`config.mk`:
```
export PLATFORM = sky130hd
export DESIGN_NAME = dm_arbiter
export DESIGN_NICKNAME = d
export VERILOG_FILES = /design/src/rtl/dm_arbiter.sv
export SDC_FILE = /design/constraint.sdc
export NUM_CORES = 1
export LEC_CHECK = 0
export BUFFER_PORTS_ARGS = -buffer_cell sky130_fd_sc_hd__buf_2
export CORE_AREA = 2 2 106 108
export CTS_CLUSTER_SIZE = 16
export DETAILED_ROUTE_END_ITERATION = 10
export DIE_AREA = 0 0 108 110
export HOLD_SLACK_MARGIN = 0.15
export PLACE_DENSITY = 0.68
export SLEW_MARGIN = 20
export SYNTH_ARGS = -nofsm -noshare
export SYNTH_HDL_FRONTEND = slang
export SYNTH_SLANG_ARGS = --single-unit
```
`constraint.sdc`:
```
create_clock -name clk -period 1.85 [get_ports clk]
set_input_delay 0.2775 -clock clk [delete_from_list [all_inputs] [get_ports clk]]
set_output_delay 0.2775 -clock clk [all_outputs]
set_load 0.03 [all_outputs]
```
`src/rtl/dm_arbiter.sv`:
```
// Two-master round-robin arbiter for the shared data memory. Port 0 is the
// pipeline MEM stage, port 1 a secondary bus master. The granted request is
// turned into a word address, byte enables and lane-shifted store data, and
// a read-valid or error response is returned one cycle after each grant.
module dm_arbiter (
  input  logic        clk,
  input  logic        reset,
  input  logic        req0,
  input  logic        we0,
  input  logic [31:0] addr0,
  input  logic [31:0] wdata0,
  input  logic [1:0]  width0,
  input  logic        req1,
  input  logic        we1,
  input  logic [31:0] addr1,
  input  logic [31:0] wdata1,
  input  logic [1:0]  width1,
  output logic        gnt0,
  output logic        gnt1,
  output logic        rvalid0,
  output logic        rvalid1,
  output logic        err0,
  output logic        err1,
  output logic [31:0] rdata,
  output logic [31:0] m_data_addr,
  output logic [31:0] m_data_wdata,
  output logic [3:0]  m_data_byteen,
  output logic        m_data_rd,
  input  logic [31:0] m_data_rdata
);

  localparam logic [1:0] WIDTH_WORD = 2'b00;
  localparam logic [1:0] WIDTH_HALF = 2'b01;
  localparam logic [1:0] WIDTH_BYTE = 2'b10;

  // Alignment rule: words on 4-byte, halves on 2-byte boundaries, bytes
  // anywhere; the fourth width code is never legal.
  function automatic logic access_legal(input logic [1:0] width,
                                        input logic [1:0] lo);
    case (width)
      WIDTH_WORD: access_legal = (lo == 2'b00);
      WIDTH_HALF: access_legal = ~lo[0];
      WIDTH_BYTE: access_legal = 1'b1;
      default:    access_legal = 1'b0;
    endcase
  endfunction

  // Byte lanes touched by a legal store.
  function automatic logic [3:0] lane_enables(input logic [1:0] width,
                                              input logic [1:0] lo);
    case (width)
      WIDTH_WORD: lane_enables = 4'b1111;
      WIDTH_HALF: lane_enables = lo[1] ? 4'b1100 : 4'b0011;
      WIDTH_BYTE: lane_enables = 4'b0001 << lo;
      default:    lane_enables = 4'b0000;
    endcase
  endfunction

  // Moves right-aligned store data into its lanes; unused lanes read as 0.
  function automatic logic [31:0] lane_data(input logic [1:0]  width,
                                            input logic [1:0]  lo,
                                            input logic [31:0] data);
    case (width)
      WIDTH_WORD: lane_data = data;
      WIDTH_HALF: lane_data = lo[1] ? {data[15:0], 16'h0000}
                                    : {16'h0000, data[15:0]};
      WIDTH_BYTE: lane_data = {24'h000000, data[7:0]} << {lo, 3'b000};
      default:    lane_data = 32'h0000_0000;
    endcase
  endfunction

  logic        last_gnt;
  logic        rsp_port_p1;
  logic        rsp_rd_p1;
  logic        rsp_err_p1;

  logic        granted_p0;
  logic        sel_we_p0;
  logic [31:0] sel_addr_p0;
  logic [31:0] sel_wdata_p0;
  logic [1:0]  sel_width_p0;
  logic        legal_p0;

  // Stage p0: arbitration and memory request formation (combinational).
  always_comb begin
    gnt0          = 1'b0;
    gnt1          = 1'b0;
    m_data_addr   = 32'h0000_0000;
    m_data_wdata  = 32'h0000_0000;
    m_data_byteen = 4'b0000;
    m_data_rd     = 1'b0;

    if (!reset) begin
      if (req0 && req1) begin
        gnt0 = last_gnt;
        gnt1 = ~last_gnt;
      end else begin
        gnt0 = req0;
        gnt1 = req1;
      end
    end

    granted_p0   = gnt0 | gnt1;
    sel_we_p0    = gnt1 ? we1    : we0;
    sel_addr_p0  = gnt1 ? addr1  : addr0;
    sel_wdata_p0 = gnt1 ? wdata1 : wdata0;
    sel_width_p0 = gnt1 ? width1 : width0;
    legal_p0     = access_legal(sel_width_p0, sel_addr_p0[1:0]);

    if (granted_p0) begin
      m_data_addr = {sel_addr_p0[31:2], 2'b00};
      if (legal_p0) begin
        if (sel_we_p0) begin
          m_data_byteen = lane_enables(sel_width_p0, sel_addr_p0[1:0]);
          m_data_wdata  = lane_data(sel_width_p0, sel_addr_p0[1:0], sel_wdata_p0);
        end else begin
          m_data_rd = 1'b1;
        end
      end
    end
  end

  // Round-robin pointer and response flags; reset drops any pending response.
  always_ff @(posedge clk) begin
    if (reset) begin
      last_gnt   <= 1'b1;
      rsp_rd_p1  <= 1'b0;
      rsp_err_p1 <= 1'b0;
    end else begin
      rsp_rd_p1  <= granted_p0 & legal_p0 & ~sel_we_p0;
      rsp_err_p1 <= granted_p0 & ~legal_p0;
      if (granted_p0) begin
        last_gnt <= gnt1;
      end
    end
  end

  // Owner of the response; only meaningful alongside the flags above.
  always_ff @(posedge clk) begin
    if (granted_p0) begin
      rsp_port_p1 <= gnt1;
    end
  end

  // Stage p1: responses, held low while reset is asserted.
  always_comb begin
    rvalid0 = ~reset & rsp_rd_p1  & ~rsp_port_p1;
    rvalid1 = ~reset & rsp_rd_p1  &  rsp_port_p1;
    err0    = ~reset & rsp_err_p1 & ~rsp_port_p1;
    err1    = ~reset & rsp_err_p1 &  rsp_port_p1;
    rdata   = m_data_rdata;
  end

endmodule

```
==> flow_metrics.tcl <==
set metrics [dict create \
    syn_avg_cell_area_um2 6.80 \
    fin_nets 817 \
    first_pass_iters 5 \
    internal_power_w 0.000867 \
    cts_buffers 3 \
    place_congestion 0.944 \
    reg2reg_from "last_gnt" \
    drc 0 \
    stdcell_count 786 \
    crit_top_cell "nand2_8" \
    htree_num_levels 1 \
    clkPwrFrac_pct 11.4 \
    crit_arrival_ns 1.89 \
    outcome "finished, violations left" \
    clk_pin_slew_ns 0.03 \
    pwr-share-comb_pct 82.6 \
    cts_tree "yes" \
    final.setup_skew_ns 0.00304 \
    cts.sinks 4 \
    clk_latency_ns 0.22 \
    violations "negative setup slack" \
    report.power.total_w 0.00171 \
    hold_ws_ns 0.458 \
    dieArea_um2 11900 \
    rows 38 \
    yosys_warnings 0 \
    cp-start-kind "flop" \
    drtAntennaViolNets 0 \
    critical-path-slowest-cell "dfxtp_4" \
    initialDrtViolationCount 260 \
    pwr-share-seq_pct 6.0 \
    crit_type "flop to output port" \
    cp_max_fo 8 \
    ir_worst_vdd_mv 0.284 \
    crit_path_end_kind "output port" \
    totalWireLength_um 16000 \
    power_density_nw_per_um2 294 \
    regArea_um2 93.8 \
    p_leak_nw 2.51 \
    ys.flop_type "dfxtp_1" \
    period_needed_ns 2.16 \
    slew_violations 0 \
    fill_cells 991 \
    max-cap-violations 0 \
    netlist_instances 413 \
    clock.fmax_mhz 462 \
    cts_root_buffer "clkbuf_8" \
    hp-class "input port to flop" \
    io_buffers 210 \
    antenna_found_initial 0 \
    r2r_slack_ns 0.20 \
    grt_pass1_wl_um 21300 \
    worstPathRequired_ns 1.57 \
    die_w_um 108 \
    cts_buffer_depth 2 \
    rsz0062_at_grt "yes" \
    holdBufCountCts 0 \
    setup_slack_ns -0.313 \
    grt_usage_pct 22.7 \
    ys_seq_area_share_pct 3.21 \
    hpwl_um 11600 \
    via_count 4420 \
    ios 277 \
    crit_family "compound AO/OA/AOI/OAI gates" \
    synth_cell_types 53 \
    synth_edf_count 1 \
    area_delta_synth_final_pct 107 \
    viasPerCell 5.62 \
    start_util_pct 26.3 \
    post_drt_wl_per_cell_um 20.4 \
    grt_max_degree 35 \
    core_region_area_um2 10700 \
    drive_above_1_share_pct 64.6 \
    crit_chain "nand2_8, nand2_8, inv_6, o2111a_2, buf_4, a311oi_4, buf_6" \
    hold_violations 0 \
    grt_pass1_vias 4122 \
    p_switching_w 0.000841 \
    crit_buf_inv 3 \
    n_antenna_cell 0 \
    preCtsSetupSlack_ns -0.403 \
    async_flop_share_pct 0 \
    synthesis.area_um2 2810 \
    setup_viol 53 \
    fin_util_pct 54.4 \
    die_h_um 110 \
    rr_worst_depth 7 \
    cpPeakStageDelay_ns 0.39 \
    grt-ovfl-total 0 \
    swShare_pct 49.2 \
    hold_depth 3 \
    finalCritPeriodShare_pct 117 \
    synth_seq_cells 4 \
    post-place-cells 756 \
    hold_start "reset" \
    hold_end "last_gnt" \
    multiInputGateArea_um2 2910 \
    r2r-end "rsp_err_p1" \
]
## through the flow
stage | setup TNS [ns] | cell area (um^2)
2_1_floorplan | -3.24 | 3340
3_3_place_gp | -8.93 | 4660
3_5_place_dp | -10.40 | 4660
4_1_cts | -8.23 | 5150
5_1_grt | -13.97 | 5820
6_report | -9.66 | 5820
## synthesized netlist by cell type (3+ instances only)
cell	instances	area share, %
a31oi_1	8	1.8
a211oi_1	15	4.0
a22oi_1	12	3.2
a21oi_1	42	7.5
o211a_1	8	2.8
clkbuf_1	16	2.1
o211ai_1	11	2.9
nor3_1	12	2.1
buf_6	8	3.2
a2111oi_0	7	2.2
dfxtp_1	3	2.1
mux2i_1	9	3.2
a22o_1	16	5.0
nand2_1	74	9.9
and2_1	3	0.67
nand4_1	4	0.89
nand3_1	12	2.1
buf_4	37	9.9
nor2b_1	3	0.67
nor2_1	8	1.1
and4_1	10	3.1
o2111ai_1	10	3.1
buf_2	11	2.0
and4_2	6	2.1
a311oi_2	12	6.4
inv_1	12	1.6
nor3b_1	12	3.2
## worst max path at each step
stage | slack [ns] | startpoint | cells after the start | end
3_5_place_dp | -0.40 | reset | 8 | m_data_wdata[30]
3_3_place_gp | -0.31 | req1 | 8 | m_data_wdata[20]
4_1_cts | -0.29 | last_gnt | 6 | m_data_wdata[25]
2_1_floorplan | -0.25 | last_gnt | 6 | m_data_wdata[1]
5_1_grt | -0.38 | last_gnt | 6 | m_data_wdata[11]
6_report | -0.31 | last_gnt | 7 | m_data_wdata[16]
## kinds of logic (layout without fill, tap and decap cells)
family | after synthesis | count (layout) | share of synthesized area, %
buffers and inverters | 89 | 320 | 20.1
muxes | 9 | 9 | 3.21
DFF | 4 | 4 | 3.21
and+or+nand+nor | 155 | 156 | 29.8
AOI/OAI and AO/OA | 155 | 155 | 43.5
other | 1 | 2 | 0.133
## power groups by stage
stage                     logic (W)  clock network, W  registers (W)
after floorplan            0.000811                 0       0.000101
after global placement      0.00111                 0       0.000102
after detailed placement    0.00113                 0       0.000102
after CTS                   0.00122          0.000200       0.000102
after global routing        0.00148          0.000206       0.000104
final                       0.00141          0.000194       0.000103
## placed cells by master, fill, tap and decap left out, drive strengths merged, types with 3 or more instances in the layout
master	n
a2111oi	8
a211oi	16
a21oi	42
a22o	16
a22oi	12
a311oi	12
a31oi	8
and2	4
and4	16
buf	293
clkbuf	13
dfxtp	3
inv	13
mux2i	9
nand2	75
nand3	12
nand4	4
nor2	8
nor2b	3
nor3	13
nor3b	12
o2111ai	10
o211a	8
o211ai	11
o21ai	4
## worst min-delay path, delay by kind of cell
kind	cells	cell delay, ns
buffers and inverters	2	0.26
AOI/OAI and AO/OA	1	0.10
## timing repair
item,4_1_cts,5_1_grt
setup buffers,4,11
endpoints found under the hold margin,0,0
pin swaps,17,27
setup endpoints to repair,67,67
gates cloned,2,11
gates resized for setup,112,104
## per-layer routing
metal | global-route usage [%] | vias up | wire length [um]
met2 | 42.9 | 303 | 8410
met3 | 3.70 | 41 | 1310
met1 | 24.6 | 2071 | 5600
met5 | 0 | - | 0
li1 | - | 2005 | -
met4 | 11.2 | 0 | 695
## registers in the layout, indices dropped and copies added, names as in the netlist
register	count
last_gnt	1
rsp_err_p1	1
rsp_port_p1	1
rsp_rd_p1	1
## final cells by class
class	count	share of cell area, %
clock buffer	4	0.775
tap	140	3.01
inverter	14	1.01
multi-input combinational	322	50.1
sequential	4	1.61
timing repair buffer	302	43.5
Note: power is estimated with default switching activity, not from simulation.
